**config.mk**
```make
export PLATFORM = sky130hd
export DESIGN_NAME = bg_mean_estimator
export DESIGN_NICKNAME = d
export VERILOG_FILES = /design/src/rtl/bg_mean_estimator.sv
export SDC_FILE = /design/constraint.sdc
export NUM_CORES = 1
export LEC_CHECK = 0
export ABC_AREA = 1
export ABC_CLOCK_PERIOD_IN_PS = 1870
export BUFFER_PORTS_ARGS = -buffer_cell sky130_fd_sc_hd__buf_4
export CORE_ASPECT_RATIO = 1.25
export CORE_MARGIN = 5
export CORE_UTILIZATION = 50
export DETAILED_ROUTE_END_ITERATION = 12
export GPL_TIMING_DRIVEN = 0
export PLACE_DENSITY_LB_ADDON = 0.3
export SKIP_LAST_GASP = 1
export SLEW_MARGIN = 0
export SYNTH_ARGS = -nofsm -noshare
export SYNTH_HDL_FRONTEND = slang
export SYNTH_SLANG_ARGS = --single-unit
```
**constraint.sdc**
```tcl
create_clock -name Clk -period 1.87 [get_ports Clk]
set_input_delay 0.2805 -clock Clk [delete_from_list [all_inputs] [get_ports Clk]]
set_output_delay 0.2805 -clock Clk [all_outputs]
set_load 0.03 [all_outputs]
```
**src/rtl/bg_mean_estimator.sv**
```systemverilog
// Mean background colour: accumulates NUM_PE per-PE sums per channel, then divides by NUM_PE*PIX_PER_PE.
// Build option: define BG_MEAN_ROUND_EN for round-half-up; otherwise the quotient is truncated.
module bg_mean_estimator #(
   parameter int NUM_PE     = 4,
   parameter int PIX_PER_PE = 1,
   parameter int SUM_W      = 16
) (
   input  logic             Clk,
   input  logic             Reset_n,
   input  logic             Start,
   input  logic             sum_valid,
   output logic             sum_ready,
   input  logic [SUM_W-1:0] red_sum_in,
   input  logic [SUM_W-1:0] green_sum_in,
   input  logic [SUM_W-1:0] blue_sum_in,
   output logic [7:0]       red_exp,
   output logic [7:0]       green_exp,
   output logic [7:0]       blue_exp,
   output logic             Done,
   input  logic             Ack,
   output logic             Qi,
   output logic             Qa,
   output logic             Qdv,
   output logic             Qd
);
   localparam int ACC_W = SUM_W + $clog2(NUM_PE) + 1;
   localparam int D     = NUM_PE * PIX_PER_PE;
   localparam int REM_W = $clog2(D) + 2;
   localparam int PC_W  = $clog2(NUM_PE) + 1;
   localparam int BC_W  = $clog2(ACC_W) + 1;
   localparam logic [REM_W:0] D_R = (REM_W+1)'(D);
`ifdef BG_MEAN_ROUND_EN
   localparam logic [ACC_W-1:0] RND = ACC_W'(D / 2);
`else
   localparam logic [ACC_W-1:0] RND = '0;
`endif

   typedef enum logic [3:0] {
      S_IDLE   = 4'b0001,
      S_ACCUM  = 4'b0010,
      S_DIVIDE = 4'b0100,
      S_DONE   = 4'b1000
   } state_t;

   state_t           r_state, w_state_next;
   logic [PC_W-1:0]  r_pe_cnt;
   logic [BC_W-1:0]  r_bit_cnt;
   logic             w_start_go, w_beat, w_last_beat, w_div_last;
   logic [SUM_W-1:0] w_sum_in [3];
   logic [7:0]       w_exp    [3];

   assign w_start_go  = Start && (r_state == S_IDLE || r_state == S_DONE);
   assign w_beat      = sum_valid && (r_state == S_ACCUM);
   assign w_last_beat = w_beat && (r_pe_cnt == PC_W'(NUM_PE - 1));
   assign w_div_last  = (r_state == S_DIVIDE) && (r_bit_cnt == '0);

   always_ff @(posedge Clk or negedge Reset_n) begin
      if (!Reset_n) r_state <= S_IDLE;
      else          r_state <= w_state_next;
   end

   always_comb begin
      w_state_next = r_state;
      case (r_state)
         S_IDLE:   if (Start) w_state_next = S_ACCUM;
         S_ACCUM:  if (w_last_beat) w_state_next = S_DIVIDE;
         S_DIVIDE: if (r_bit_cnt == '0) w_state_next = S_DONE;
         S_DONE: begin
            // Start has priority over Ack so a new frame can chain directly
            if (Start)    w_state_next = S_ACCUM;
            else if (Ack) w_state_next = S_IDLE;
         end
         default:  w_state_next = S_IDLE;
      endcase
   end

   assign sum_ready = (r_state == S_ACCUM);
   assign Done      = (r_state == S_DONE);
   assign {Qd, Qdv, Qa, Qi} = r_state;

   always_ff @(posedge Clk or negedge Reset_n) begin
      if (!Reset_n) begin
         r_pe_cnt  <= '0;
         r_bit_cnt <= '0;
      end else begin
         if (w_start_go)  r_pe_cnt <= '0;
         else if (w_beat) r_pe_cnt <= r_pe_cnt + PC_W'(1);
         if (w_last_beat) r_bit_cnt <= BC_W'(ACC_W - 1);
         else if (r_state == S_DIVIDE && r_bit_cnt != '0) r_bit_cnt <= r_bit_cnt - BC_W'(1);
      end
   end

   assign w_sum_in[0] = red_sum_in;
   assign w_sum_in[1] = green_sum_in;
   assign w_sum_in[2] = blue_sum_in;

   generate
      for (genvar gi = 0; gi < 3; gi++) begin : g_chan
         logic [ACC_W-1:0] r_acc;
         logic [REM_W-1:0] r_rem;
         logic [7:0]       r_exp;
         logic [REM_W:0]   w_rem_sh, w_rem_nxt;
         logic             w_qbit, w_unused_rem;
         logic [ACC_W-1:0] w_acc_add, w_quot;

         // r_acc doubles as the dividend shift register; quotient bits enter at the LSB
         assign w_rem_sh     = {r_rem, r_acc[ACC_W-1]};
         assign w_qbit       = (w_rem_sh >= D_R);
         assign w_rem_nxt    = w_qbit ? (w_rem_sh - D_R) : w_rem_sh;
         assign w_unused_rem = w_rem_nxt[REM_W];
         assign w_acc_add    = r_acc + ACC_W'(w_sum_in[gi]);
         assign w_quot       = {r_acc[ACC_W-2:0], w_qbit};
         assign w_exp[gi]    = r_exp;

         always_ff @(posedge Clk or negedge Reset_n) begin
            if (!Reset_n) begin
               r_acc <= '0;
               r_rem <= '0;
               r_exp <= '0;
            end else if (w_start_go) begin
               r_acc <= '0;
               r_rem <= '0;
            end else if (w_beat) begin
               r_acc <= w_last_beat ? (w_acc_add + RND) : w_acc_add;
            end else if (r_state == S_DIVIDE) begin
               r_acc <= w_quot;
               r_rem <= w_rem_nxt[REM_W-1:0];
               if (w_div_last) r_exp <= (|w_quot[ACC_W-1:8]) ? 8'hFF : w_quot[7:0];
            end
         end
      end
   endgenerate

   assign red_exp   = w_exp[0];
   assign green_exp = w_exp[1];
   assign blue_exp  = w_exp[2];
endmodule

```
==> results.sh, run 1 <==
export IMPL_outcome="finished, violations left"
export IMPL_failed_checks="negative setup slack"
export IMPL_filler_cell_count=1355
export IMPL_post_synth_edffs=0
export IMPL_dp_hpwl_um=16900
export IMPL_post_layout_total_power_w=0.0141
export IMPL_crit_path_end_kind="flop"
export IMPL_area_growth_syn_to_layout_pct=29.4
export IMPL_initial_utilization_pct=50.9
export IMPL_routabilityCongestion=0.911
export IMPL_async_reset_ff_share_pct=100
export IMPL_detailedPlace_worstSlack_ns=-0.318
export IMPL_postLayoutCellArea_mm2=0.0103
export IMPL_synth_most_common_cell="sky130_fd_sc_hd__nand2_1"
export IMPL_holdCritStartpoint="Start"
export IMPL_site_rows=51
export IMPL_cts_sinks=106
export IMPL_fin_util_pct=65.9
export IMPL_synthesis_area_per_instance_um2=6.78
export IMPL_worst_clock_skew_ns=0.00887
export IMPL_initialDrtViolationCount=628
export IMPL_relSlewSlack_pct=66.6
export IMPL_floorplan_io_pins=83
export IMPL_grt_pass1_wl_um=37000
export IMPL_grt_overflow=0
export IMPL_netlist_top_cells_area="sky130_fd_sc_hd__dfrtp_1, sky130_fd_sc_hd__nand2_1, sky130_fd_sc_hd__ha_1"
export IMPL_drt_first_pass_iters=5
export IMPL_final_net_count=1403
export IMPL_hold_path_cell_count=2
export IMPL_crit_path_start_kind="flop"
export IMPL_cp_class="flop to flop"
export IMPL_coreArea_mm2=0.0156
export IMPL_drive_above_1_share_pct=23.3
export IMPL_netlist_top_cell_by_area="sky130_fd_sc_hd__dfrtp_1"
export IMPL_cts_buffers=9
export IMPL_ys_warnings_count=0
export IMPL_fin_crit_ns=1.89
export IMPL_grt_total_usage_pct=24.9
export IMPL_required_ns=2.11
export IMPL_critPathArrivalTime_ns=2.12
export IMPL_fin_crit_sh_pct=101
export IMPL_setup_viol=1
export IMPL_totalNegativeSetupSlack_ns=-0.0160
export IMPL_setup_slack_ns=-0.0160
export IMPL_grt_pass1_vias=7858
export IMPL_synth_cell_types=41
export IMPL_vias_per_cell=5.51
export IMPL_drc=0
export IMPL_h_tree_depth=3
export IMPL_synthesized_net_count=1281
export IMPL_final_hold_viol_count=0
export IMPL_holdPathEnd="r_state[0]"
export IMPL_seq_area_mm2=0.00266
export IMPL_postRouteAntennaNets=0
export IMPL_port_buffers=82
export IMPL_fp_dieArea_mm2=0.0185
export IMPL_multi_input_area_mm2=0.00531
export IMPL_power_ir_vdd_worst_uv=707
export IMPL_syn_inst=1170
export IMPL_clk_insertion_delay_late_ns=0.36
export IMPL_route_final_wire_length_um=23900
export IMPL_drv_max_cap_violation_count=0
export IMPL_power_density_mw_per_mm2=1370
export IMPL_clkSlewWorstSetupHoldPaths_ns=0.08
export IMPL_cp_max_fo=3
export IMPL_crit_reg2reg_capture="g_chan[0].r_acc[6]"
export IMPL_initial_antenna_violation_count=0
export IMPL_antenna_cells=0
export IMPL_rsz0062_at_grt="true"
export IMPL_worstHoldPathType="input port to flop"
export IMPL_grt_max_degree=107
export IMPL_clock_tree_root_cell="sky130_fd_sc_hd__clkbuf_16"
export IMPL_synth_seq_cells=106
export IMPL_p_leak_nw=5.20
export IMPL_die_h_um=151
export IMPL_wl_per_cell_um=15.9
export IMPL_synth_top_cell_area_share_pct=33.1
export IMPL_tightestPinTransition_ns=0.501
export IMPL_synth_area_mm2=0.00793
export IMPL_timing_rr_start="g_chan[0].r_acc[0]"
export IMPL_synth_ff_type="sky130_fd_sc_hd__dfrtp_1"
export IMPL_synth_yosys_seq_area_share_pct=33.5
export IMPL_vias=8321
export IMPL_reg2reg_slack_ns=-0.02
export IMPL_timing_final_max_slew_violations=0
export IMPL_fp_dieW_um=123
export IMPL_placement_cell_area_mm2=0.00881
export IMPL_ys_top_cells_by_count="sky130_fd_sc_hd__nand2_1, sky130_fd_sc_hd__inv_1, sky130_fd_sc_hd__nor2_1"
export IMPL_clock_path_buffers=2
export IMPL_achievable_frequency_ghz=0.530
export IMPL_rr_worst_depth=14
export IMPL_cts_tree="done"
per-layer routing:
layer / up-vias / track usage [%] / wire [µm]
met5: - / 0 / 0
met4: 0 / 7.62 / 644
met3: 57 / 2.73 / 1190
met2: 238 / 45.7 / 12600
met1: 3961 / 30.7 / 9500
li1: 4065 / - / -
cells in the final DEF (no fill, tap or decap), types with 24 or more instances in the layout:
| cell type | Yosys | final |
|---|---|---|
| sky130_fd_sc_hd__buf_4 | 2 | 104 |
| sky130_fd_sc_hd__a21oi_2 | 9 | 27 |
| sky130_fd_sc_hd__ha_4 | 0 | 28 |
| sky130_fd_sc_hd__nor2_1 | 117 | 108 |
| sky130_fd_sc_hd__nand3_1 | 79 | 59 |
| sky130_fd_sc_hd__ha_1 | 55 | 24 |
| sky130_fd_sc_hd__a21oi_1 | 69 | 49 |
| sky130_fd_sc_hd__inv_1 | 132 | 125 |
| sky130_fd_sc_hd__o21ai_1 | 23 | 31 |
| sky130_fd_sc_hd__nand2_1 | 356 | 333 |
| sky130_fd_sc_hd__dfrtp_1 | 105 | 104 |
| sky130_fd_sc_hd__o21ai_0 | 97 | 86 |
cells by family after synthesis:
kind of cell | synth area share [%]
adders and majority gates | 9.44
AOI/OAI and AO/OA | 15.1
xor gates and xnor gates | 0.552
DFF | 33.5
and+or+nand+nor | 32.5
buffers and inverters | 8.96
worst max-delay path by stage:
stage	startpoint	end	slack (ns)	cells after the start
2_1_floorplan	r_state[0]	g_chan[1].r_acc[17]	0.004	13
3_3_place_gp	r_state[1]	g_chan[0].r_acc[2]	-0.35	9
3_5_place_dp	r_state[1]	g_chan[0].r_acc[1]	-0.32	9
4_1_cts	g_chan[2].r_acc[0]	g_chan[2].r_acc[12]	0.0007	10
5_1_grt	g_chan[0].r_acc[0]	g_chan[0].r_acc[6]	-0.17	14
6_report	g_chan[0].r_acc[0]	g_chan[0].r_acc[6]	-0.02	14
what timing repair did:
action                                 CTS  global route
setup buffers                           14            11
setup endpoints to repair               94            87
hold buffers                             0             1
endpoints found under the hold margin    0            52
pin swaps                                7            27
gates resized for setup                 43           152
cloned                                   0             4
critical path, stage by stage, from the launching register on:
cell	delay [ns]
sky130_fd_sc_hd__dfrtp_1	0.36
sky130_fd_sc_hd__ha_2	0.20
sky130_fd_sc_hd__inv_2	0.04
sky130_fd_sc_hd__fa_2	0.39
sky130_fd_sc_hd__inv_2	0.08
sky130_fd_sc_hd__nand3_2	0.09
sky130_fd_sc_hd__nand3_4	0.11
sky130_fd_sc_hd__buf_6	0.11
sky130_fd_sc_hd__nand2_4	0.04
sky130_fd_sc_hd__nand2_2	0.05
sky130_fd_sc_hd__nand2_1	0.05
sky130_fd_sc_hd__nand3_1	0.06
sky130_fd_sc_hd__o21ai_1	0.06
sky130_fd_sc_hd__nand2_1	0.06
sky130_fd_sc_hd__o21ai_1	0.07
state kept, by name, indices dropped and copies added, names as in the netlist:
| register | cells |
|---|---|
| g_chan.r_rem | 12 |
| r_bit_cnt | 6 |
| red_exp | 8 |
| r_state | 4 |
| blue_exp | 8 |
| green_exp | 8 |
| g_chan.r_acc | 57 |
| r_pe_cnt | 3 |
area by class of cell:
cell class                      count  share of cell area (%)
Multi-Input combinational cell    898                    51.7
Clock inverter                      6                   0.488
Sequential cell                   106                    25.9
Timing Repair Buffer              113                    9.31
Inverter                          136                    5.05
Clock buffer                       10                    2.23
Buffer                             28                    2.74
Tap cell                          212                    2.58
through the flow:
| stage | instances | hold slack (ns) |
|---|---|---|
| floorplan | 1170 | -0.0151 |
| global placement | 1464 | 0.471 |
| detailed placement | 1464 | 0.480 |
| CTS | 1494 | 0.130 |
| global route | 1509 | 0.127 |
| finish | 1509 | 0.140 |
report_power, final:
part	leakage [nW]	total, W	internal (W)	switching (W)
clock network	0.135	0.00184	0.000925	0.000918
registers	1.38	0.00381	0.00295	0.000856
logic	3.69	0.00841	0.00351	0.00490
(Power assumes the default switching activity.)
==> run 2, diff against run 1 <==
--- a/config.mk
+++ b/config.mk
@@ -8,9 +8,11 @@
 export ABC_AREA = 1
 export ABC_CLOCK_PERIOD_IN_PS = 1870
 export BUFFER_PORTS_ARGS = -buffer_cell sky130_fd_sc_hd__buf_4
+export CELL_PAD_IN_SITES_DETAIL_PLACEMENT = 0
+export CELL_PAD_IN_SITES_GLOBAL_PLACEMENT = 1
 export CORE_ASPECT_RATIO = 1.25
 export CORE_MARGIN = 5
-export CORE_UTILIZATION = 50
+export CORE_UTILIZATION = 39
 export DETAILED_ROUTE_END_ITERATION = 12
 export GPL_TIMING_DRIVEN = 0
 export PLACE_DENSITY_LB_ADDON = 0.3
==> results.sh, run 2 (synthesis results as in run 1) <==
export IMPL_relSlewSlack_pct=65.0
export IMPL_initial_antenna_violation_count=0
export IMPL_holdCritStartpoint="Start"
export IMPL_vias=7932
export IMPL_final_net_count=1397
export IMPL_rsz0062_at_grt="true"
export IMPL_worstSetupStartpoint="g_chan[0].r_acc[0]"
export IMPL_antenna_cells=0
export IMPL_rr_worst_depth=12
export IMPL_crit_path_end_kind="flop"
export IMPL_cp_max_fo=4
export IMPL_wl_per_cell_um=15.6
export IMPL_reg2reg_slack_ns=0.03
export IMPL_power_switching_share_pct=47.1
export IMPL_grt_total_usage_pct=20.8
export IMPL_power_density_mw_per_mm2=1360
export IMPL_setup_viol=0
export IMPL_drive_above_1_share_pct=24.2
export IMPL_initialDrtViolationCount=357
export IMPL_cts_sinks=106
export IMPL_fin_crit_ns=1.84
export IMPL_outcome="finished clean"
export IMPL_grt_max_degree=107
export IMPL_clock_tree_root_cell="sky130_fd_sc_hd__clkbuf_16"
export IMPL_most_common_layout_cells="sky130_fd_sc_hd__nand2_1, sky130_fd_sc_hd__inv_1, sky130_fd_sc_hd__nor2_1, sky130_fd_sc_hd__buf_4, sky130_fd_sc_hd__dfrtp_1"
export IMPL_initial_utilization_pct=39.4
export IMPL_clkSlewWorstSetupHoldPaths_ns=0.08
export IMPL_detailedPlace_worstSlack_ns=-0.414
export IMPL_fin_util_pct=51.2
export IMPL_cellInternalPower_w=0.00743
export IMPL_drc=0
export IMPL_power_ir_vdd_worst_uv=719
export IMPL_site_rows=58
export IMPL_crit_reg2reg_capture="g_chan[0].r_acc[16]"
export IMPL_power_net_switching_w=0.00660
export IMPL_cts_tree="done"
export IMPL_worst_clock_skew_ns=0.0129
export IMPL_routabilityCongestion=0.864
export IMPL_vias_per_cell=5.08
export IMPL_port_buffers=82
export IMPL_p_leak_nw=5.14
export IMPL_area_growth_syn_to_layout_pct=29.9
export IMPL_tightestPinTransition_ns=0.520
export IMPL_timing_rr_start="g_chan[0].r_acc[0]"
export IMPL_fp_dieArea_mm2=0.0233
export IMPL_final_common_cell="sky130_fd_sc_hd__nand2_1"
export IMPL_h_tree_depth=3
export IMPL_cp_class="flop to flop"
export IMPL_timing_final_max_slew_violations=0
export IMPL_portion_of_total_power_attributed_to_the_clock_network_pct=14.8
export IMPL_drv_max_cap_violation_count=0
export IMPL_hold_path_cell_count=2
export IMPL_fin_crit_sh_pct=98.6
export IMPL_fp_dieW_um=138
export IMPL_cts_buffers=9
export IMPL_crit_path_start_kind="flop"
export IMPL_final_hold_viol_count=0
export IMPL_proportion_of_power_drawn_by_flip_flops_and_latches_pct=27.2
export IMPL_die_h_um=169
export IMPL_clk_insertion_delay_late_ns=0.36
export IMPL_grt_pass1_wl_um=39000
export IMPL_setup_slack_ns=0.0264
export IMPL_worstHoldPathType="input port to flop"
export IMPL_critPathArrivalTime_ns=2.13
export IMPL_holdPathEnd="r_state[0]"
export IMPL_postRouteAntennaNets=0
export IMPL_largest_register="g_chan.r_acc"
export IMPL_coreArea_mm2=0.0201
export IMPL_clock_path_buffers=2
export IMPL_power_combinational_fraction_pct=58.0
export IMPL_floorplan_io_pins=83
export IMPL_largestRegisters="g_chan.r_acc (57), g_chan.r_rem (12)"
export IMPL_grt_overflow=0
export IMPL_drt_first_pass_iters=4
export IMPL_route_final_wire_length_um=24400
export IMPL_largest_register_ff_count=57
export IMPL_required_ns=2.15
export IMPL_achievable_frequency_ghz=0.542
export IMPL_dp_hpwl_um=18300
export IMPL_grt_pass1_vias=7951
run 2: changes by cell type in the layout (fill, tap and decap cells not counted), sizes merged:
cell | previous run | this run
clkinv | 2 | 3
clkbuf | 21 | 17
bufinv | 0 | 1
buf | 129 | 126
clkinvlp | 1 | 0
run 2: worst max-delay path, cell delays in order, from the launching register on:
cell and delay (ns):
sky130_fd_sc_hd__dfrtp_1 0.40, sky130_fd_sc_hd__ha_4 0.16, sky130_fd_sc_hd__inv_2 0.04, sky130_fd_sc_hd__fa_2 0.39
sky130_fd_sc_hd__inv_2 0.08, sky130_fd_sc_hd__nand3_2 0.08, sky130_fd_sc_hd__nand3_4 0.10, sky130_fd_sc_hd__nand2_4 0.06
sky130_fd_sc_hd__nand2_4 0.08, sky130_fd_sc_hd__nand2_2 0.07, sky130_fd_sc_hd__nand3b_1 0.10, sky130_fd_sc_hd__nand3_1 0.08
sky130_fd_sc_hd__a21oi_1 0.12
run 2: power groups by stage:
stage	Clock, W	Combinational [W]	Sequential, W
5_1_grt	0.00219	0.00919	0.00392
3_3_place_gp	0	0.00663	0.00370
4_1_cts	0.00211	0.00706	0.00368
3_5_place_dp	0	0.00669	0.00371
6_report	0.00208	0.00814	0.00381
2_1_floorplan	0	0.00503	0.00351
run 2: how the worst max path moves through the flow:
stage	to	slack, ns
5_1_grt	g_chan[0].r_acc[8]	-0.05
3_5_place_dp	g_chan[0].r_acc[3]	-0.41
4_1_cts	g_chan[0].r_acc[14]	0.0005
2_1_floorplan	g_chan[1].r_acc[17]	0.004
3_3_place_gp	g_chan[0].r_acc[1]	-0.39
6_report	g_chan[0].r_acc[16]	0.03
run 2: routing by layer:
metal | up-vias | track usage (%) | share of wire, %
met5 | - | 0 | 0
met4 | 0 | 4.82 | 1.5
met3 | 23 | 1.54 | 2.0
met2 | 95 | 39.0 | 53
met1 | 3767 | 25.7 | 44
li1 | 4047 | - | -
run 2: area by class of cell:
class                           count  area (µm²)
Clock buffer                        9         225
Multi-Input combinational cell    898        5330
Sequential cell                   106        2660
Clock inverter                      7        97.6
Buffer                             29         279
Fill cell                        2103        9800
Timing Repair Buffer              106         856
Tap cell                          270         338
Inverter                          136         518
run 2: what timing repair did:
item | CTS | global route
setup endpoints to repair | 93 | 89
buffers inserted | 14 | 7
resized for setup | 44 | 159
hold buffers | 0 | 1
pin swaps | 8 | 27
gates cloned | 0 | 1
hold endpoints to repair | 0 | 53
run 2: metrics by stage:
| stage | TNS [ns] | power [W] | instance area (µm²) | hold slack, ns | std cells |
|---|---|---|---|---|---|
| after floorplan | 0 | 0.00853 | 7930 | -0.0151 | 1170 |
| after global placement | -20.24 | 0.0103 | 8880 | 0.471 | 1522 |
| after detailed placement | -20.39 | 0.0104 | 8880 | 0.479 | 1522 |
| after CTS | 0 | 0.0128 | 9470 | 0.111 | 1552 |
| after global routing | -0.629 | 0.0153 | 10300 | 0.148 | 1561 |
| final | 0 | 0.0140 | 10300 | 0.140 | 1561 |
